**config.mk**
```make
export PLATFORM = sky130hd
export DESIGN_NAME = fir_sample_sched_flat
export DESIGN_NICKNAME = d
export VERILOG_FILES = /design/src/rtl/fir_sched_pkg.sv /design/src/rtl/fir_sample_sched_if.sv /design/src/rtl/fir_rr_arb2.sv /design/src/rtl/fir_sample_sched.sv /design/src/flat_wrapper.sv
export SDC_FILE = /design/constraint.sdc
export NUM_CORES = 1
export LEC_CHECK = 0
export ABC_AREA = 0
export CORE_MARGIN = 4
export CORE_UTILIZATION = 45
export DETAILED_ROUTE_END_ITERATION = 7
export PLACE_DENSITY = 0.92
export SYNTH_ARGS = -nofsm -noshare
export SYNTH_HDL_FRONTEND = slang
export SYNTH_SLANG_ARGS = --single-unit
```
**constraint.sdc**
```tcl
create_clock -name clk -period 5.5 [get_ports clk]
set_clock_uncertainty 0.2 [all_clocks]
set_input_delay 0.825 -clock clk [delete_from_list [all_inputs] [get_ports clk]]
set_output_delay 0.825 -clock clk [all_outputs]
set_load 0.01 [all_outputs]
```
**src/rtl/fir_sched_pkg.sv**
```systemverilog
// Shared types and default widths for the FIR sample scheduler.
//   sched_state_e : scheduler FSM states
//   ch_id_t       : requester channel id (0 or 1)
//   DefDinW       : default FIR input sample width
//   DefDoutW      : default FIR result width
package fir_sched_pkg;

  localparam int unsigned DefDinW  = 6;
  localparam int unsigned DefDoutW = 8;

  typedef enum logic [1:0] {
    StIdle,
    StIssue,
    StDrain,
    StFlush
  } sched_state_e;

  typedef logic ch_id_t;

endpackage

```
**src/rtl/fir_sample_sched_if.sv**
```systemverilog
// Handshake bundle for fir_sample_sched.
//   enable/busy            : run control and status
//   chN_data/valid/ready   : requester handshakes (N = 0, 1)
//   fir_tdata/tvalid/tready: issue side towards the FIR core
//   fir_result             : FIR output data
//   out_data/ch/valid      : tagged result strobe
// Modport master is the scheduler side; slave is the surrounding logic.
interface fir_sample_sched_if #(
  parameter int unsigned DIN_W  = 6,
  parameter int unsigned DOUT_W = 8
);

  logic              enable;
  logic              busy;
  logic [DIN_W-1:0]  ch0_data;
  logic              ch0_valid;
  logic              ch0_ready;
  logic [DIN_W-1:0]  ch1_data;
  logic              ch1_valid;
  logic              ch1_ready;
  logic [DIN_W-1:0]  fir_tdata;
  logic              fir_tvalid;
  logic              fir_tready;
  logic [DOUT_W-1:0] fir_result;
  logic [DOUT_W-1:0] out_data;
  logic              out_ch;
  logic              out_valid;

  modport master (
    input  enable, ch0_data, ch0_valid, ch1_data, ch1_valid, fir_result,
    output busy, ch0_ready, ch1_ready, fir_tdata, fir_tvalid, fir_tready,
           out_data, out_ch, out_valid
  );

  modport slave (
    output enable, ch0_data, ch0_valid, ch1_data, ch1_valid, fir_result,
    input  busy, ch0_ready, ch1_ready, fir_tdata, fir_tvalid, fir_tready,
           out_data, out_ch, out_valid
  );

endinterface

```
**src/rtl/fir_rr_arb2.sv**
```systemverilog
// Two-requester round-robin arbiter.
//   clk, reset : clock, asynchronous active-high reset
//   en         : arbitration allowed this cycle
//   req        : request vector, bit N = channel N
//   gnt        : one-hot combinational grant
//   gnt_ch     : index of the granted channel (valid when |gnt)
// The last-grant pointer resets to channel 1 so channel 0 wins first.
module fir_rr_arb2
  import fir_sched_pkg::*;
(
  input  logic       clk,
  input  logic       reset,
  input  logic       en,
  input  logic [1:0] req,
  output logic [1:0] gnt,
  output ch_id_t     gnt_ch
);

  ch_id_t last_q;

  always_comb begin
    gnt    = 2'b00;
    gnt_ch = 1'b0;
    if (en && (req != 2'b00)) begin
      gnt_ch      = (req == 2'b11) ? ~last_q : req[1];
      gnt[gnt_ch] = 1'b1;
    end
  end

  always_ff @(posedge clk or posedge reset) begin
    if (reset) begin
      last_q <= 1'b1;
    end else if (|gnt) begin
      last_q <= gnt_ch;
    end
  end

endmodule

```
**src/rtl/fir_sample_sched.sv**
```systemverilog
// Sample scheduler in front of a shared FIR core.
// Arbitrates two requesters round-robin, issues at most one sample per
// RATE_DIV-cycle slot, and tags each FIR result with its source channel.
//   clk, reset : clock, asynchronous active-high reset
//   bus        : fir_sample_sched_if.master (handshakes, FIR side, results)
// Optional: define FIR_FLUSH_EN to push NTAPS-1 zero samples through the FIR
// whenever the granted channel differs from the previously issued one.
module fir_sample_sched
  import fir_sched_pkg::*;
#(
  parameter int unsigned DIN_W    = DefDinW,
  parameter int unsigned DOUT_W   = DefDoutW,
  parameter int unsigned RATE_DIV = 4,
  parameter int unsigned FIR_LAT  = 2,
  parameter int unsigned NTAPS    = 4
) (
  input logic                clk,
  input logic                reset,
  fir_sample_sched_if.master bus
);

  localparam int unsigned CntW = (RATE_DIV > 1) ? $clog2(RATE_DIV) : 1;

  if (RATE_DIV < 1 || FIR_LAT < 1 || NTAPS < 1) begin : g_param_check
    $error("fir_sample_sched: RATE_DIV, FIR_LAT and NTAPS must be >= 1");
  end

  sched_state_e      state_q;
  logic [CntW-1:0]   cnt_q;
  logic              fir_tvalid_q;
  logic [DIN_W-1:0]  fir_tdata_q;
  logic              fir_tready_q;
  ch_id_t            ch_q;
  logic [FIR_LAT-1:0] tag_vld_q;
  logic [FIR_LAT-1:0] tag_ch_q;
  logic              out_valid_q;
  logic [DOUT_W-1:0] out_data_q;
  ch_id_t            out_ch_q;

  logic             slot;
  logic             grant;
  logic             tags_busy;
  logic             tag_in_vld;
  logic [1:0]       gnt;
  ch_id_t           gnt_ch;
  logic [DIN_W-1:0] sel_data;

`ifdef FIR_FLUSH_EN
  localparam int unsigned FcW = (NTAPS > 1) ? $clog2(NTAPS) : 1;
  logic [DIN_W-1:0] data_q;
  logic             prev_vld_q;
  ch_id_t           prev_ch_q;
  logic [FcW-1:0]   flush_cnt_q;
  logic             zero_q;      // current strobe is a flush zero, not a real sample
  assign tag_in_vld = fir_tvalid_q & ~zero_q;
`else
  assign tag_in_vld = fir_tvalid_q;
`endif

  // Gated by reset so ready stays low while reset is held.
  assign slot      = bus.enable && (cnt_q == '0) && !reset;
  assign tags_busy = |tag_vld_q;
  assign grant     = |gnt;
  assign sel_data  = gnt_ch ? bus.ch1_data : bus.ch0_data;

  fir_rr_arb2 u_arb (
    .clk    (clk),
    .reset  (reset),
    .en     (slot && (state_q == StIdle)),
    .req    ({bus.ch1_valid, bus.ch0_valid}),
    .gnt    (gnt),
    .gnt_ch (gnt_ch)
  );

  always_ff @(posedge clk or posedge reset) begin
    if (reset) begin
      cnt_q <= '0;
    end else if (!bus.enable || (cnt_q == CntW'(RATE_DIV - 1))) begin
      cnt_q <= '0;
    end else begin
      cnt_q <= cnt_q + 1'b1;
    end
  end

  always_ff @(posedge clk or posedge reset) begin
    if (reset) begin
      state_q      <= StIdle;
      fir_tvalid_q <= 1'b0;
      fir_tdata_q  <= '0;
      ch_q         <= 1'b0;
`ifdef FIR_FLUSH_EN
      data_q       <= '0;
      prev_vld_q   <= 1'b0;
      prev_ch_q    <= 1'b0;
      flush_cnt_q  <= '0;
      zero_q       <= 1'b0;
`endif
    end else begin
      fir_tvalid_q <= 1'b0;
`ifdef FIR_FLUSH_EN
      zero_q       <= 1'b0;
`endif
      case (state_q)
        StIdle: begin
          if (grant) begin
            ch_q <= gnt_ch;
`ifdef FIR_FLUSH_EN
            data_q     <= sel_data;
            prev_vld_q <= 1'b1;
            prev_ch_q  <= gnt_ch;
            if (prev_vld_q && (prev_ch_q != gnt_ch)) begin
              flush_cnt_q <= FcW'(NTAPS - 1);
              state_q     <= StFlush;
            end else begin
              fir_tvalid_q <= 1'b1;
              fir_tdata_q  <= sel_data;
              state_q      <= StIssue;
            end
`else
            fir_tvalid_q <= 1'b1;
            fir_tdata_q  <= sel_data;
            state_q      <= StIssue;
`endif
          end else if (!bus.enable && tags_busy) begin
            state_q <= StDrain;
          end
        end
        StIssue: state_q <= bus.enable ? StIdle : StDrain;
        StDrain: if (!tags_busy) state_q <= StIdle;
`ifdef FIR_FLUSH_EN
        StFlush: begin
          if (slot) begin
            fir_tvalid_q <= 1'b1;
            if (flush_cnt_q != '0) begin
              fir_tdata_q <= '0;
              zero_q      <= 1'b1;
              flush_cnt_q <= flush_cnt_q - 1'b1;
            end else begin
              fir_tdata_q <= data_q;
              state_q     <= StIssue;
            end
          end
        end
`endif
        default: state_q <= StIdle;
      endcase
    end
  end

  // Tag pipe: entry i is visible i+1 cycles after the issue strobe, so the
  // last entry lines up with the cycle in which fir_result is valid.
  always_ff @(posedge clk or posedge reset) begin
    if (reset) begin
      tag_vld_q    <= '0;
      tag_ch_q     <= '0;
      fir_tready_q <= 1'b0;
      out_valid_q  <= 1'b0;
      out_data_q   <= '0;
      out_ch_q     <= 1'b0;
    end else begin
      for (int i = FIR_LAT - 1; i > 0; i--) begin
        tag_vld_q[i] <= tag_vld_q[i-1];
        tag_ch_q[i]  <= tag_ch_q[i-1];
      end
      tag_vld_q[0] <= tag_in_vld;
      tag_ch_q[0]  <= ch_q;
      fir_tready_q <= bus.enable;
      out_valid_q  <= tag_vld_q[FIR_LAT-1];
      if (tag_vld_q[FIR_LAT-1]) begin
        out_data_q <= bus.fir_result;
        out_ch_q   <= tag_ch_q[FIR_LAT-1];
      end
    end
  end

  assign bus.ch0_ready  = gnt[0];
  assign bus.ch1_ready  = gnt[1];
  assign bus.fir_tvalid = fir_tvalid_q;
  assign bus.fir_tdata  = fir_tdata_q;
  assign bus.fir_tready = fir_tready_q;
  assign bus.out_valid  = out_valid_q;
  assign bus.out_data   = out_data_q;
  assign bus.out_ch     = out_ch_q;
  assign bus.busy       = (state_q != StIdle) || tags_busy;

endmodule

```
**src/flat_wrapper.sv**
```systemverilog
// flat-port wrapper written by rule: the top's interface ports become plain ports
module fir_sample_sched_flat import fir_sched_pkg::*;
#(
  parameter int unsigned DIN_W    = DefDinW,
  parameter int unsigned DOUT_W   = DefDoutW,
  parameter int unsigned RATE_DIV = 4,
  parameter int unsigned FIR_LAT  = 2,
  parameter int unsigned NTAPS    = 4
)
  (clk, reset, bus_enable, bus_ch0_data, bus_ch0_valid, bus_ch1_data, bus_ch1_valid, bus_fir_result, bus_busy, bus_ch0_ready, bus_ch1_ready, bus_fir_tdata, bus_fir_tvalid, bus_fir_tready, bus_out_data, bus_out_ch, bus_out_valid);
  fir_sample_sched_if #(.DIN_W(DIN_W), .DOUT_W(DOUT_W)) bus_i ();
  input logic clk;
  input logic reset;
  input wire logic [$bits(bus_i.enable)-1:0] bus_enable;
  input wire logic [$bits(bus_i.ch0_data)-1:0] bus_ch0_data;
  input wire logic [$bits(bus_i.ch0_valid)-1:0] bus_ch0_valid;
  input wire logic [$bits(bus_i.ch1_data)-1:0] bus_ch1_data;
  input wire logic [$bits(bus_i.ch1_valid)-1:0] bus_ch1_valid;
  input wire logic [$bits(bus_i.fir_result)-1:0] bus_fir_result;
  output wire logic [$bits(bus_i.busy)-1:0] bus_busy;
  output wire logic [$bits(bus_i.ch0_ready)-1:0] bus_ch0_ready;
  output wire logic [$bits(bus_i.ch1_ready)-1:0] bus_ch1_ready;
  output wire logic [$bits(bus_i.fir_tdata)-1:0] bus_fir_tdata;
  output wire logic [$bits(bus_i.fir_tvalid)-1:0] bus_fir_tvalid;
  output wire logic [$bits(bus_i.fir_tready)-1:0] bus_fir_tready;
  output wire logic [$bits(bus_i.out_data)-1:0] bus_out_data;
  output wire logic [$bits(bus_i.out_ch)-1:0] bus_out_ch;
  output wire logic [$bits(bus_i.out_valid)-1:0] bus_out_valid;
  assign bus_i.enable = bus_enable;
  assign bus_i.ch0_data = bus_ch0_data;
  assign bus_i.ch0_valid = bus_ch0_valid;
  assign bus_i.ch1_data = bus_ch1_data;
  assign bus_i.ch1_valid = bus_ch1_valid;
  assign bus_i.fir_result = bus_fir_result;
  assign bus_busy = bus_i.busy;
  assign bus_ch0_ready = bus_i.ch0_ready;
  assign bus_ch1_ready = bus_i.ch1_ready;
  assign bus_fir_tdata = bus_i.fir_tdata;
  assign bus_fir_tvalid = bus_i.fir_tvalid;
  assign bus_fir_tready = bus_i.fir_tready;
  assign bus_out_data = bus_i.out_data;
  assign bus_out_ch = bus_i.out_ch;
  assign bus_out_valid = bus_i.out_valid;
  fir_sample_sched #(.DIN_W(DIN_W), .DOUT_W(DOUT_W), .RATE_DIV(RATE_DIV), .FIR_LAT(FIR_LAT), .NTAPS(NTAPS)) u_core (.clk(clk), .reset(reset), .bus(bus_i));
endmodule
```
---- Word level (Yosys, flattened, before mapping) ----
Index checks and enable logic that the tools add are counted.
word-level totals
  register bits after elaboration ......... 28
  latch bits .............................. 0
  memory bits (writable) .................. 0
  ROM bits ................................ 0
  bits of input ports ..................... 25
  word-level logic and storage cells ...... 54
  memories ................................ 0
operators by class
  add/sub/neg operators ................... 1
  multipliers ............................. 0
  div/mod/pow operators ................... 0
  $lt $le $gt $ge ......................... 2
  equal/unequal tests ..................... 6
  shift-type cells ........................ 0
  mux-type cells .......................... 14
  bitwise operators ....................... 1
  reductions and logical operators ........ 18
operators with widths
  kind                                                                           number
  2-bit two-way mux                                                              6
  2-bit == test (second input constant)                                          3
  1-bit logical AND                                                              6
  6-bit two-way mux                                                              1
  2-bit one-hot mux with 3 select lines                                          1
  1-bit two-way mux                                                              5
  2-bit zero test                                                                2
  2-bit AND reduction                                                            2
  2-bit nonzero test                                                             2
  2-bit OR reduction                                                             2
  3-bit by 2-bit inequality test with 1-bit output (second input constant)       1
  2-bit by 1-bit adder with 2-bit output (second input constant)                 1
  2-bit by 1-bit == test with 1-bit output (second input constant)               1
  1-bit zero test                                                                2
  1-bit logical OR                                                               2
  1-bit by 2-bit less-than comparator with 1-bit output (second input constant)  1
  2-bit inequality test (second input constant)                                  1
  1-bit demux with 1-bit select                                                  1
  1-bit >= comparator (second input constant)                                    1
  1-bit inverter                                                                 1

---- Logic depth before layout (Yosys ltp) ----
  depth in word-level cells ............... 10
  depth in mapped cells ................... 5
  mapped depth without buffers ............ 5

---- By module ----
Synthesis repeated with hierarchy kept, for this count alone.
second synthesis, totals
  cells, all modules ...................... 77
  area total of the unflattened synthesis .. 1124.8 sq um
by module, submodules not included
  module            instances  cells each  area each (sq um)  sequential area each (sq um)
  fir_sample_sched  1          67          1051.0             675.6
  fir_rr_arb2       1          10          73.8               26.3

---- Least setup slack after synthesis ----
No wires, ideal clock.
  path kind ............................... input to output
  start point ............................. in reset
  end point ............................... out bus_ch1_ready
  data arrival time ....................... 1.641 ns
  required time ........................... 4.475 ns
  path slack .............................. 2.834 ns
  cell stages on the path ................. 3
  path buffers ............................ 0
  cell sequence ........................... nand4bb_4 nor3_4 and2_2
on the way
  longest elaborated chain between the ends .. 5
ends and longest elaborated chain
  item               line                    source
  start, declared    flat_wrapper.sv:13      input logic reset;
  1-bit zero test    fir_sample_sched.sv:61  assign slot = bus.enable && (cnt_q == '0) && !reset;
  1-bit logical AND  fir_sample_sched.sv:61
  1-bit logical AND  fir_sample_sched.sv:69  .en (slot && (state_q == StIdle)),
  1-bit logical AND  fir_rr_arb2.sv:24       if (en && (req != 2'b00)) begin
  2-bit two-way mux  fir_rr_arb2.sv:24
  end, declared      flat_wrapper.sv:22      output wire logic [$bits(bus_i.ch1_ready)-1:0] bus_ch1_ready;
No other way between the ends.

---- Worst setup path after layout ----
  start point ............................. in bus_enable
  end point ............................... out bus_ch1_ready
on the way
  longest elaborated chain between the ends .. 5
ends and longest elaborated chain
  item                             line                    source
  start, declared                  flat_wrapper.sv:14      input wire logic [$bits(bus_i.enable)-1:0] bus_enable;
  1-bit logical AND (2 in series)  fir_sample_sched.sv:61
  1-bit logical AND                fir_sample_sched.sv:69
  1-bit logical AND                fir_rr_arb2.sv:24
  2-bit two-way mux                fir_rr_arb2.sv:24
No other way between the ends.

==> out/results.ini <==
[power]
power.share.clock_pct = 18.9
p_sw_share_pct = 26.07
p_leak_nw = 0.6969
p_sw_w = 0.0001798
p_seq_share_pct = 45.9
p_per_area_nw_per_um2 = 416.2
pwr-share-comb_pct = 35.2
p_int_w = 0.0005098
vdd_ir_drop_max_v = 0.0002808

[synthesis]
yosys-top-cells-area = dfrtp_1 60%, mux2_2 23%, nand4bb_4 2.5%, dfstp_2 2.3%, ha_1 2.2%
synth_top_area_share_pct = 60.20
yosysMostFrequentCell = dfrtp_1
yosysTopAreaCell = dfrtp_1
ys_dominant_reg_cell = dfrtp_1
synthCells = 70
synth-edff-count = 0
syn_avg_cell_area_um2 = 16.03
synth_fp_nets = 97
synth-seq-cells = 28
yosysSeqAreaShare_pct = 62.54
synth.top_cells.by_count = 27 x dfrtp_1, 23 x mux2_2, 3 x inv_1, 2 x ha_1, 2 x nor3_1
ys_warn_count = 0
ys_types = 18
syn_area_um2 = 1122
synthArstFlopShare_pct = 100.0

[timing]
period_share_pct = 68.36
period_minus_slack_ns = 3.760
clock.fmax_mhz = 266.0
slew_violations = 0
rsz0062_at_grt = no
slew_headroom_pct = 31.94
holdWs_ns = 0.1703
worst_pin_slew_ns = 1.020
finalHoldViolCount = 0
setup-tns-final_ns = 0
finalSetupViolCount = 0

[clock_tree]
path_clk_slew_ns = 0.15
cts_hold_buf = 0
cts_resized = 0
cts.path.max_buffers = 2
cts_tree = yes
cts_root_buf = clkbuf_4
post_cts_buffers = 0
insertion_delay_ns = 0.32
cts_made_buffers = 3
numClockSinks = 28
cts-htree-levels = 1

[die]
die_h_um = 57.94
row_count = 17
pin_count = 46
start_util_pct = 48.86
coreArea_um2 = 2297
die_area_um2 = 3357
die_w_um = 57.94

[grt]
grt_overflow = 0
grt_use_total_pct = 15.38
grt_pass1_vias = 837
grt_first_pass_wirelength_um = 3946
antenna_found_initial = 0
grt_max_degree = 29

[placed_design]
hpwl_um = 1913
place_area_um2 = 1604
gp_congestion = 0.7931
place.port_buffers = 45

[route]
antenna_left = 0
vias_per_cell = 5.048
wl_per_cell_um = 16.27
drt_wl_total_um = 2375
dr.pass1.iters = 4
drcViolationCount = 0
drtIter0Drc = 17
vias = 737

[cells_and_area]
drive_gt1_share_pct = 27.12
layout.nets = 146
utilization_pct = 72.11
diodes = 0
syn_to_final_growth_pct = 47.60
final_area_um2 = 1657

[run]
max_cap_viol_count = 0

[setup_path]
cp_data_arrival_time_ns = 2.73
startpoint_type = input port
end_kind = output pin
critical_path_class = input port to output pin
cp.required_ns = 4.47
path_max_fanout = 10

[min_path]
hold_class = register to register

[run_status]
status = complete, no violations

[cell usage in the layout, fill, tap and decap left out]
cell type	count
ha_1	2
dfrtp_1	27
and2b_1	1
a21boi_2	1
nor3_4	1
inv_1	3
nand4bb_4	1
and2_2	1
bufinv_16	1
mux2_2	23
nor2_1	1
or4_1	1
nor3b_1	1
nor3_1	2
dfstp_2	1
a211oi_1	1
clkdlybuf4s50_1	45
nor4_1	1
clkbuf_4	3
and3b_1	1
[layout make-up]
type	instances	area [um2]
repair buffers	45	450.4
clock inverters	1	30.03
flip-flops and latches	28	701.9
inverters	3	11.26
multi-input cells	38	405.4
clock buffers	3	22.52
well taps	28	35.03
fillers	169	640.6
[worst paths after layout]
path | from | endpoint | slack (ns) | cells after the start
worst max register to register | u_core.cnt_q[0] | u_core.bus.fir_tdata[5] | 3.55 | 5
max in group asynchronous | reset | u_core.ch_q | 3.58 | 2
worst min-delay path | u_core.tag_ch_q[0] | u_core.tag_ch_q[1] | 0.17 | 0
worst min register to register | u_core.tag_ch_q[0] | u_core.tag_ch_q[1] | 0.17 | 0
min in group asynchronous | reset | u_core.bus.out_ch | 0.90 | 2
worst max-delay path | bus_enable | bus_ch1_ready | 1.74 | 5
[flip-flops by register name, indices dropped and copies added (netlist names)]
name / cells
u_core.bus.out_data: 8
u_core.ch_q: 1
u_core.bus.fir_tready: 1
u_core.bus.fir_tdata: 6
u_core.bus.out_ch: 1
u_core.cnt_q: 2
u_core.tag_ch_q: 2
u_core.u_arb.last_q: 1
u_core.tag_vld_q: 2
u_core.state_q: 2
u_core.bus.out_valid: 1
u_core.bus.fir_tvalid: 1
[kinds of logic after synthesis]
| kind of cell | count (synthesis) | share of synthesized area, % |
|---|---|---|
| muxes | 23 | 23.08 |
| buffers and inverters | 4 | 1.337 |
| AOI/OAI and AO/OA | 2 | 1.672 |
| and+or+nand+nor | 11 | 9.144 |
| DFF | 28 | 62.54 |
| adders and majority gates | 2 | 2.229 |
[worst max-delay path: stages]
cell and delay, ns:
clkdlybuf4s50_1 0.58, nand4bb_4 0.16, nor3_4 0.41, and2_2 0.22, clkdlybuf4s50_1 0.54
[power by group through the flow]
stage                     Combinational [W]  Sequential [W]  Clock (W)
final                              0.000243        0.000316   0.000130
after global routing               0.000259        0.000325   0.000146
after CTS                          0.000248        0.000316   0.000135
after detailed placement           0.000247        0.000320          0
after global placement             0.000238        0.000315          0
after floorplan                   0.0000814        0.000336          0
[layer usage]
metal / global-route usage [%] / vias to the layer above / wire length, um
met2: 28.55 / 30 / 1297
li1: - / 343 / -
met5: 0 / - / 0
met4: 3.974 / 0 / 12
met1: 18.05 / 362 / 933
met3: 2.895 / 2 / 131
[through the flow]
stage,instances,worst slack [ns],power (W)
after CTS,146,1.719,0.0006989
after global routing,146,1.641,0.0007296
after detailed placement,142,1.713,0.0005667
after global placement,142,1.770,0.0005534
after floorplan,70,2.834,0.0004175
final,146,1.740,0.0006895
Power figures use the tool's default switching activity.
